## src/rtl/logos_mem_pkg.sv

```systemverilog
// Shared constants for the memory arbiter family.
// Arbitration mode encodings, DMA port index and default widths.
package logos_mem_pkg;

   localparam int PRIO_RR        = 0;
   localparam int PRIO_DMA_FIRST = 1;

   localparam int DMA_PORT = 0;

   localparam int DEF_NUM_PORTS = 3;
   localparam int DEF_ADDR_W    = 64;
   localparam int DEF_DATA_W    = 64;
   localparam int DEF_MAX_OUT   = 4;
   localparam int DEF_CNT_W     = 32;

endpackage

```

## src/rtl/mem_arbiter_n_tag_fifo.sv

```systemverilog
// Outstanding-read tag FIFO: holds the port index of each read in flight.
// Depth is a power of two; depth 1 keeps both pointers pinned at zero.
module tag_fifo #(
   parameter int W     = 2,
   parameter int DEPTH = 4
) (
   input  logic                     clk,
   input  logic                     rst_n,
   input  logic                     push,
   input  logic [W-1:0]             din,
   input  logic                     pop,
   output logic [W-1:0]             dout,
   output logic                     full,
   output logic                     empty,
   output logic [$clog2(DEPTH):0]   count
);

   localparam int AW = (DEPTH > 1) ? $clog2(DEPTH) : 1;
   localparam int CW = $clog2(DEPTH) + 1;

   logic [W-1:0]  mem_q [DEPTH];
   logic [AW-1:0] wr_ptr_q, wr_ptr_d;
   logic [AW-1:0] rd_ptr_q, rd_ptr_d;
   logic [CW-1:0] cnt_q, cnt_d;

   function automatic logic [AW-1:0] bump(input logic [AW-1:0] p);
      return (DEPTH == 1) ? '0 : p + 1'b1;
   endfunction

   assign dout  = mem_q[rd_ptr_q];
   assign full  = (cnt_q == CW'(DEPTH));
   assign empty = (cnt_q == '0);
   assign count = cnt_q;

   always_comb begin
      wr_ptr_d = wr_ptr_q;
      rd_ptr_d = rd_ptr_q;
      cnt_d    = cnt_q;
      if (push) wr_ptr_d = bump(wr_ptr_q);
      if (pop)  rd_ptr_d = bump(rd_ptr_q);
      unique case ({push, pop})
         2'b10:   cnt_d = cnt_q + 1'b1;
         2'b01:   cnt_d = cnt_q - 1'b1;
         default: cnt_d = cnt_q;
      endcase
   end

   always_ff @(posedge clk or negedge rst_n) begin
      if (!rst_n) begin
         wr_ptr_q <= '0;
         rd_ptr_q <= '0;
         cnt_q    <= '0;
         for (int i = 0; i < DEPTH; i++) mem_q[i] <= '0;
      end else begin
         wr_ptr_q <= wr_ptr_d;
         rd_ptr_q <= rd_ptr_d;
         cnt_q    <= cnt_d;
         if (push) mem_q[wr_ptr_q] <= din;
      end
   end

endmodule

```

## src/rtl/mem_arbiter_n.sv

```systemverilog
// N-port memory arbiter: round-robin or DMA-first selection onto one
// memory port, in-order read routing via a tag FIFO, per-port counters.
module mem_arbiter_n
   import logos_mem_pkg::*;
#(
   parameter int NUM_PORTS       = DEF_NUM_PORTS,
   parameter int ADDR_W          = DEF_ADDR_W,
   parameter int DATA_W          = DEF_DATA_W,
   parameter int MAX_OUTSTANDING = DEF_MAX_OUT,
   parameter int PRIO_MODE       = PRIO_RR,
   parameter int CNT_W           = DEF_CNT_W
) (
   input  logic                          clk,
   input  logic                          rst,
   input  logic [NUM_PORTS-1:0]          req,
   input  logic [NUM_PORTS-1:0]          we,
   input  logic [NUM_PORTS*ADDR_W-1:0]   addr,
   input  logic [NUM_PORTS*DATA_W-1:0]   wdata,
   output logic [NUM_PORTS-1:0]          gnt,
   output logic [NUM_PORTS-1:0]          valid,
   output logic [DATA_W-1:0]             rdata,
   output logic                          mem_req,
   output logic                          mem_we,
   output logic [ADDR_W-1:0]             mem_addr,
   output logic [DATA_W-1:0]             mem_wdata,
   input  logic                          mem_gnt,
   input  logic                          mem_valid,
   input  logic [DATA_W-1:0]             mem_rdata,
   output logic [NUM_PORTS*CNT_W-1:0]    perf_gnt,
   output logic [$clog2(MAX_OUTSTANDING):0] outstanding,
   output logic                          err_orphan
);

   localparam int TW = $clog2(NUM_PORTS);
   localparam bit DMA_FIRST = (PRIO_MODE == PRIO_DMA_FIRST);
   localparam logic [TW-1:0] RR_BASE = DMA_FIRST ? TW'(1) : '0;
   localparam logic [TW-1:0] LAST    = TW'(NUM_PORTS - 1);

   logic [TW-1:0]        rr_ptr_q, rr_ptr_d;
   logic                 err_orphan_q, err_orphan_d;
   logic [CNT_W-1:0]     perf_q [NUM_PORTS];
   logic [CNT_W-1:0]     perf_d [NUM_PORTS];

   logic [NUM_PORTS-1:0] elig;
   logic [TW-1:0]        sel, idx;
   logic                 any_sel, accept;
   logic                 fifo_push, fifo_pop;
   logic                 fifo_full, fifo_empty;
   logic [TW-1:0]        fifo_head;

   // Full is registered state, so a pop this cycle cannot admit a read.
   assign elig = req & (we | {NUM_PORTS{~fifo_full}});

   always_comb begin
      any_sel = 1'b0;
      sel     = '0;
      idx     = '0;
      if (DMA_FIRST && elig[DMA_PORT]) begin
         any_sel = 1'b1;
         sel     = TW'(DMA_PORT);
      end else begin
         for (int k = 0; k < NUM_PORTS; k++) begin
            if (DMA_FIRST)
               idx = TW'(1 + (int'(rr_ptr_q) - 1 + k) % (NUM_PORTS - 1));
            else
               idx = TW'((int'(rr_ptr_q) + k) % NUM_PORTS);
            if (!any_sel && elig[idx]) begin
               any_sel = 1'b1;
               sel     = idx;
            end
         end
      end
   end

   assign mem_req   = any_sel;
   assign mem_we    = we[sel];
   assign mem_addr  = addr[int'(sel)*ADDR_W +: ADDR_W];
   assign mem_wdata = wdata[int'(sel)*DATA_W +: DATA_W];
   assign accept    = any_sel & mem_gnt;
   assign fifo_push = accept & ~mem_we;
   assign fifo_pop  = mem_valid & ~fifo_empty;
   assign rdata     = mem_rdata;
   assign err_orphan = err_orphan_q;

   always_comb begin
      gnt   = '0;
      valid = '0;
      for (int i = 0; i < NUM_PORTS; i++) begin
         gnt[i]   = accept && (sel == TW'(i));
         valid[i] = fifo_pop && (fifo_head == TW'(i));
      end
   end

   always_comb begin
      rr_ptr_d = rr_ptr_q;
      if (accept) begin
         if (DMA_FIRST && sel == TW'(DMA_PORT))
            rr_ptr_d = rr_ptr_q;
         else if (sel == LAST)
            rr_ptr_d = RR_BASE;
         else
            rr_ptr_d = sel + 1'b1;
      end
   end

   always_comb begin
      err_orphan_d = err_orphan_q | (mem_valid & fifo_empty);
      perf_gnt     = '0;
      for (int i = 0; i < NUM_PORTS; i++) begin
         perf_d[i] = perf_q[i];
         if (gnt[i] && perf_q[i] != '1)
            perf_d[i] = perf_q[i] + 1'b1;
         perf_gnt[i*CNT_W +: CNT_W] = perf_q[i];
      end
   end

   always_ff @(posedge clk or negedge rst) begin
      if (!rst) begin
         rr_ptr_q     <= RR_BASE;
         err_orphan_q <= 1'b0;
         for (int i = 0; i < NUM_PORTS; i++) perf_q[i] <= '0;
      end else begin
         rr_ptr_q     <= rr_ptr_d;
         err_orphan_q <= err_orphan_d;
         for (int i = 0; i < NUM_PORTS; i++) perf_q[i] <= perf_d[i];
      end
   end

   tag_fifo #(
      .W     (TW),
      .DEPTH (MAX_OUTSTANDING)
   ) u_tag_fifo (
      .clk   (clk),
      .rst_n (rst),
      .push  (fifo_push),
      .din   (sel),
      .pop   (fifo_pop),
      .dout  (fifo_head),
      .full  (fifo_full),
      .empty (fifo_empty),
      .count (outstanding)
   );

endmodule
```

## config.mk

```make
export PLATFORM = sky130hd
export DESIGN_NAME = mem_arbiter_n
export DESIGN_NICKNAME = d
export VERILOG_FILES = /design/src/rtl/logos_mem_pkg.sv /design/src/rtl/mem_arbiter_n_tag_fifo.sv /design/src/rtl/mem_arbiter_n.sv
export SDC_FILE = /design/constraint.sdc
export NUM_CORES = 1
export LEC_CHECK = 0
export BUFFER_PORTS_ARGS = -buffer_cell sky130_fd_sc_hd__buf_2
export CAP_MARGIN = 20
export CORE_AREA = 2 2 297 299
export DETAILED_ROUTE_END_ITERATION = 7
export DIE_AREA = 0 0 299 301
export GPL_TIMING_DRIVEN = 0
export SLEW_MARGIN = 20
export SYNTH_ARGS = -nofsm -noshare
export SYNTH_HDL_FRONTEND = slang
export SYNTH_HIERARCHICAL = 1
export SYNTH_SLANG_ARGS = --single-unit
```

## constraint.sdc

```tcl
create_clock -name clk -period 9.6 [get_ports clk]
set_input_delay 0.96 -clock clk [delete_from_list [all_inputs] [get_ports clk]]
set_output_delay 0.96 -clock clk [all_outputs]
set_load 0.1 [all_outputs]
```

==> results of run 1 <==
-- routing by layer --
| metal | global-route usage (%) | vias up | part of all wire (%) |
|---|---|---|---|
| met5 | 0 | - | 0.29 |
| met4 | 3.45 | 30 | 2.3 |
| met3 | 6.49 | 100 | 12 |
| met2 | 22.6 | 625 | 45 |
| met1 | 17.6 | 5033 | 41 |
| li1 | - | 4919 | - |
-- layout by cell type, fill, tap and decap left out, types with 3 or more instances in the layout --
master      instances
a31oi_1             3
and3_1             20
and4_1             11
buf_2             724
buf_4              65
clkbuf_1           15
clkbuf_16          17
clkinvlp_4          4
dfrtp_1           114
diode_2            12
ha_1               10
inv_1              29
inv_6               5
mux2_2             11
mux2i_1           130
nand2_1           181
nand2b_1            4
nand3_1            43
nand4_1            20
nor2_1             31
nor3_1             16
nor3_2              5
nor3b_1             4
nor4_1              7
o21ai_0           131
or3_1               3
xnor2_1            58
xor2_1             41
-- worst max-delay path: stages, from the launching register on --
cell and delay [ns]:
dfrtp_1 0.41, inv_1 0.09, and3_1 0.35, and2b_1 0.28, or3_1 0.31, a21oi_1 0.17, a211o_1 0.12, buf_2 0.24
buf_2 0.32, buf_2 0.67, mux2i_1 0.82, o21ai_0 0.17, buf_2 0.36
-- logic make-up after synthesis --
| group | share of synthesized area (%) |
|---|---|
| and+or+nand+nor | 19.9 |
| AOI/OAI and AO/OA | 9.46 |
| buffers and inverters | 9.63 |
| muxes | 16.9 |
| DFF | 32.6 |
| xor gates and xnor gates | 9.90 |
| adders and majority gates | 1.66 |
-- area by class of cell --
| class | count | area share [%] |
|---|---|---|
| clock inverter | 15 | 1.04 |
| sequential | 114 | 19.9 |
| clock buffer | 17 | 2.97 |
| tap | 1155 | 10.1 |
| buffer | 117 | 5.08 |
| antenna | 12 | 0.210 |
| timing repair buffer | 694 | 24.5 |
| inverter | 31 | 0.821 |
| multi-input combinational | 762 | 35.3 |
-- final timing paths --
check                                         start                  end  slack [ns]
worst max-delay path            u_tag_fifo/count[0]         mem_wdata[1]        3.83
worst min-delay path                            rst         perf_gnt[28]        0.37
worst max register to register  u_tag_fifo/count[0]  u_tag_fifo/count[2]        4.84
worst min register to register           err_orphan           err_orphan        0.46
max in group asynchronous                       rst  u_tag_fifo/mem_q[5]        8.47
min in group clk                         err_orphan           err_orphan        0.46
-- flip-flops by register name, indices dropped and copies added (netlist names) --
name	flops
u_tag_fifo/count	3
u_tag_fifo/mem_q	8
err_orphan	1
rr_ptr_q	2
perf_gnt	96
u_tag_fifo/wr_ptr_q	2
u_tag_fifo/rd_ptr_q	2
-- power breakdown --
group          internal [mW]  leakage (nW)  switching [mW]
Clock                  0.362         0.271           0.275
Combinational          0.724          5.88            3.91
Sequential             0.548          1.51          0.0684
Total                   1.63          7.66            4.26
-- through the flow --
stage	hold slack, ns	setup WS, ns	cell area, um^2
after CTS	0.346	3.61	14300
after detailed placement	0.452	3.99	13700
after global placement	0.440	3.81	13700
final	0.374	3.83	14300
after global routing	0.373	3.54	14300
after floorplan	0.470	3.53	8760
==> impl_metrics.tcl, run 1 <==
set metrics [dict create \
    synth-edff-count 0 \
    worstPathMaxFanout 10 \
    grt_pass1_vias 10000 \
    netlist.area_leader.share_pct 32.6 \
    yosys_warnings 6 \
    row_count 108 \
    dieHeight_um 301 \
    wl_per_cell_um 23.2 \
    finalSetupViolCount 0 \
    vias_per_cell 3.67 \
    route.detailed.drc 0 \
    core_area_um2 86500 \
    yosysSeqAreaShare_pct 32.6 \
    grt.total_usage_pct 14.3 \
    syn_area_um2 8760 \
    ios 758 \
    clk_pin_slew_ns 0.06 \
    cp-end-kind "output pin" \
    worstSkewPairLatency_ns 0.46 \
    grt_overflow 0 \
    max_clock_freq_mhz 173 \
    drv_cap 0 \
    drive_gt1_share_pct 48.6 \
    cts-root-buf "clkbuf_16" \
    crit_type "reg2out" \
    utilization_pct 16.6 \
    rsz0062_at_grt "false" \
    tightest_slew_ns 1.00 \
    hold_path.class "in2async" \
    synth_common_cells "nand2_1, o21ai_0, mux2i_1" \
    drt_iter0_markers 602 \
    synthCells 1024 \
    dieWidth_um 299 \
    cts_resized 0 \
    synth_cell_types 52 \
    synth-async-reset-ratio_pct 100 \
    ir_drop_mv 0.219 \
    synthTopCellsByArea "dfrtp_1, mux2i_1, nand2_1" \
    multi_input_area_um2 5060 \
    outcome "complete, no violations" \
    synth_area_per_cell_um2 8.55 \
    gp_congestion 0.844 \
    die-area_um2 90000 \
    post-dp-hpwl_mm 58.7 \
    clock-sinks 114 \
    period_share_pct 60.1 \
    reg2reg_depth 18 \
    slew_headroom_pct 33.0 \
    grt_pass1_wl_mm 86.1 \
    fillers 9833 \
    synth_largest_area_cell "dfrtp_1" \
    h-tree-depth 4 \
    yosysMostFrequentCell "nand2_1" \
    cts_buffers 17 \
    layout.nets 2206 \
    port_buffers 692 \
    antenna_found_initial 48 \
    synth_top_flop_cell "dfrtp_1" \
    cts_buffer_depth 2 \
    grt_max_degree 79 \
    routed_wl_mm 67.7 \
    power.density_nw_per_um2 411 \
    initial_utilization_pct 10.1 \
    postCtsSetupBuffers 0 \
    synthesis.nets 1493 \
    synth_seq_cells 114 \
    drt_pass1_iterations 5 \
    cp.required_ns 8.64 \
    power.leakage_nw 7.66 \
    fin_cells 2917 \
    cts_hold_buffers 0 \
    finClkSkew_ns 0.0143 \
    seq_area_um2 2850 \
    finalPower_mw 5.89 \
    placed_cells 2873 \
    setup_tns_ns 0 \
    final-hold-violation-count 0 \
    cts_tree "done" \
    syn2layout_area_growth_pct 63.5 \
    crit_arrival_ns 4.81 \
    vias 10700 \
    min_period_ns 5.77 \
    start_kind "flop" \
    ant_nets 0 \
    slew_violations 0 \
]
(Power assumes the default switching activity.)
==> run 2, diff against run 1 <==
CORE_AREA = 2 2 298 300   (was 2 2 297 299)
DIE_AREA = 0 0 300 302   (was 0 0 299 301)
clock period = 5 ns   (was 9.6 ns; I/O delays follow)
==> run 2 against run 1 <==
Clock power increased by 100%. Setup slack worse by 3.6 ns. Largest power group unchanged. First-iteration DRC count grew 24%. Core utilization hardly changed. Largest cell class unchanged. Cell count increased by 0.41%.
==> impl_metrics.tcl, run 2 (synthesis gave the netlist of run 1 again) <==
set metrics [dict create \
    outcome "complete, no violations" \
    min_delay_path_depth 2 \
    reg2reg_depth 20 \
    utilization_pct 16.5 \
    ios 758 \
    ant_nets 0 \
    drt_iter0_markers 749 \
    slew_headroom_pct 30.0 \
    drive_gt1_share_pct 49.3 \
    comb_power_share_pct 78.1 \
    core_area_um2 87600 \
    cts-root-buf "clkbuf_16" \
    hold_path.class "in2reg" \
    drt_pass1_iterations 7 \
    p_sw_share_pct 70.5 \
    placed_cells 2884 \
    die-area_um2 90600 \
    power_frac_seq_pct 10.5 \
    routed_wl_mm 65.1 \
    start_kind "flop" \
    pre_cts_slack_ns 0.215 \
    cp_cell_sequence "inv_1, and3_1, and2b_1, or3_1, a21oi_1, a211o_1, buf_2, buf_4, buf_2, mux2i_1, o21ai_1, buf_4" \
    rsz0062_at_grt "false" \
    dieWidth_um 300 \
    clk_pin_slew_ns 0.06 \
    tightest_slew_ns 1.05 \
    final_cell_area_um2 14500 \
    slew_violations 0 \
    max_clock_freq_mhz 212 \
    period_share_pct 94.5 \
    place_area_um2 13700 \
    hold_end "err_orphan" \
    grt_pass1_vias 9598 \
    power.leakage_nw 7.69 \
    dieHeight_um 302 \
    wl_per_cell_um 22.2 \
    cp.required_ns 4.50 \
    antenna_found_initial 62 \
    ir_drop_mv 0.525 \
    min_period_ns 4.72 \
    setup_tns_ns 0 \
    initial_utilization_pct 10.0 \
    finalPower_mw 11.2 \
    power.density_nw_per_um2 777 \
    cpMaxStageDelayCell "buf_2" \
    hold_slack_ns 0.259 \
    finalSetupViolCount 0 \
    row_count 109 \
    grt.total_usage_pct 13.5 \
    fin_ws_ns 0.275 \
    crit_arrival_ns 4.22 \
    min_from "mem_valid" \
    cts_buffers 17 \
    r2r-start "u_tag_fifo/count[0]" \
    p_int_mw 3.31 \
    switchingPower_mw 7.93 \
    h-tree-depth 4 \
    max_stage_delay_ns 0.56 \
    vias_per_cell 3.66 \
    port_buffers 692 \
    vias 10700 \
    worstSkewPairLatency_ns 0.47 \
    cts_buffer_depth 2 \
    finClkSkew_ns 0.0160 \
    worstPathMaxFanout 10 \
    post-dp-hpwl_mm 57.0 \
    grt_max_degree 63 \
    final-hold-violation-count 0 \
    grt_overflow 0 \
    clock-sinks 114 \
    layout.nets 2210 \
    syn2layout_area_growth_pct 65.4 \
    drv_cap 0 \
    reg2reg_to "u_tag_fifo/count[2]" \
    layout_common_cells "buf_2, nand2_1, o21ai_1" \
    largest_reg_flops 96 \
    crit_type "reg2out" \
    gp_congestion 0.867 \
    layout_commonest_cell "buf_2" \
    cp-end-kind "output pin" \
    cts_tree "done" \
    grt_pass1_wl_mm 81.0 \
    p_clk_share_pct 11.4 \
    fin_cells 2929 \
    route.detailed.drc 0 \
    r2r_slack_ns 0.78 \
]
## run 2: cell count changes in the layout (fill, tap and decap cells not counted), moves of 3 or more
cell and delta:
mux2i_2 +9, clkbuf_4 +5, o21ai_1 +128, o21ai_0 -129
buf_2 -11, inv_6 -3, buf_4 +8, mux2i_1 -11
## run 2: power by group through the flow
stage / combinational, mW / clock [mW] / sequential (mW)
finish: 8.78 / 1.28 / 1.18
global route: 9.12 / 1.36 / 1.20
CTS: 8.84 / 1.32 / 1.18
detailed placement: 8.78 / 0 / 1.20
global placement: 8.74 / 0 / 1.20
floorplan: 6.24 / 0 / 1.71
## run 2: metal layers
| layer | share of wire, % | vias to the layer above | global-route usage [%] |
|---|---|---|---|
| met5 | 0.42 | - | 0 |
| met4 | 1.4 | 44 | 3.07 |
| met1 | 44 | 4971 | 18.4 |
| li1 | - | 4922 | - |
| met2 | 40 | 681 | 18.1 |
| met3 | 14 | 93 | 7.48 |
## run 2: worst max path at each step
stage               slack, ns                 from                  end
global placement        -0.62  u_tag_fifo/count[0]        mem_wdata[33]
detailed placement       0.21  u_tag_fifo/count[0]         mem_wdata[2]
global route            0.007  u_tag_fifo/count[0]         mem_addr[14]
CTS                     -0.14  u_tag_fifo/count[0]        mem_wdata[22]
finish                   0.28  u_tag_fifo/count[0]        mem_wdata[25]
floorplan                0.31  u_tag_fifo/count[0]  u_tag_fifo/count[2]
## run 2: what timing repair did
| item | 4_1_cts | 5_1_grt |
|---|---|---|
| gates resized for setup | 12 | 12 |
| pin swaps | 1 | 0 |
| setup buffers | 2 | 0 |
| hold buffers | 1 | 0 |
| setup endpoints to repair | 28 | 11 |
| hold endpoints to repair | 17 | 0 |
## run 2: layout make-up
cell class,instances,area [um^2]
inverter,31,118
fill,10000,73100
sequential,114,2850
antenna,10,25.0
buffer,117,738
tap,1165,1460
clock inverter,14,173
clock buffer,18,439
timing repair buffer,698,3560
multi-input combinational,762,5120
## run 2: worst max-delay path: cells and delay by family (launching register included)
family | cells | cell delay, ns
buf+inv | 5 | 1.51
simple gates | 3 | 0.85
compound gates | 3 | 0.70
flops | 1 | 0.41
mux | 1 | 0.27
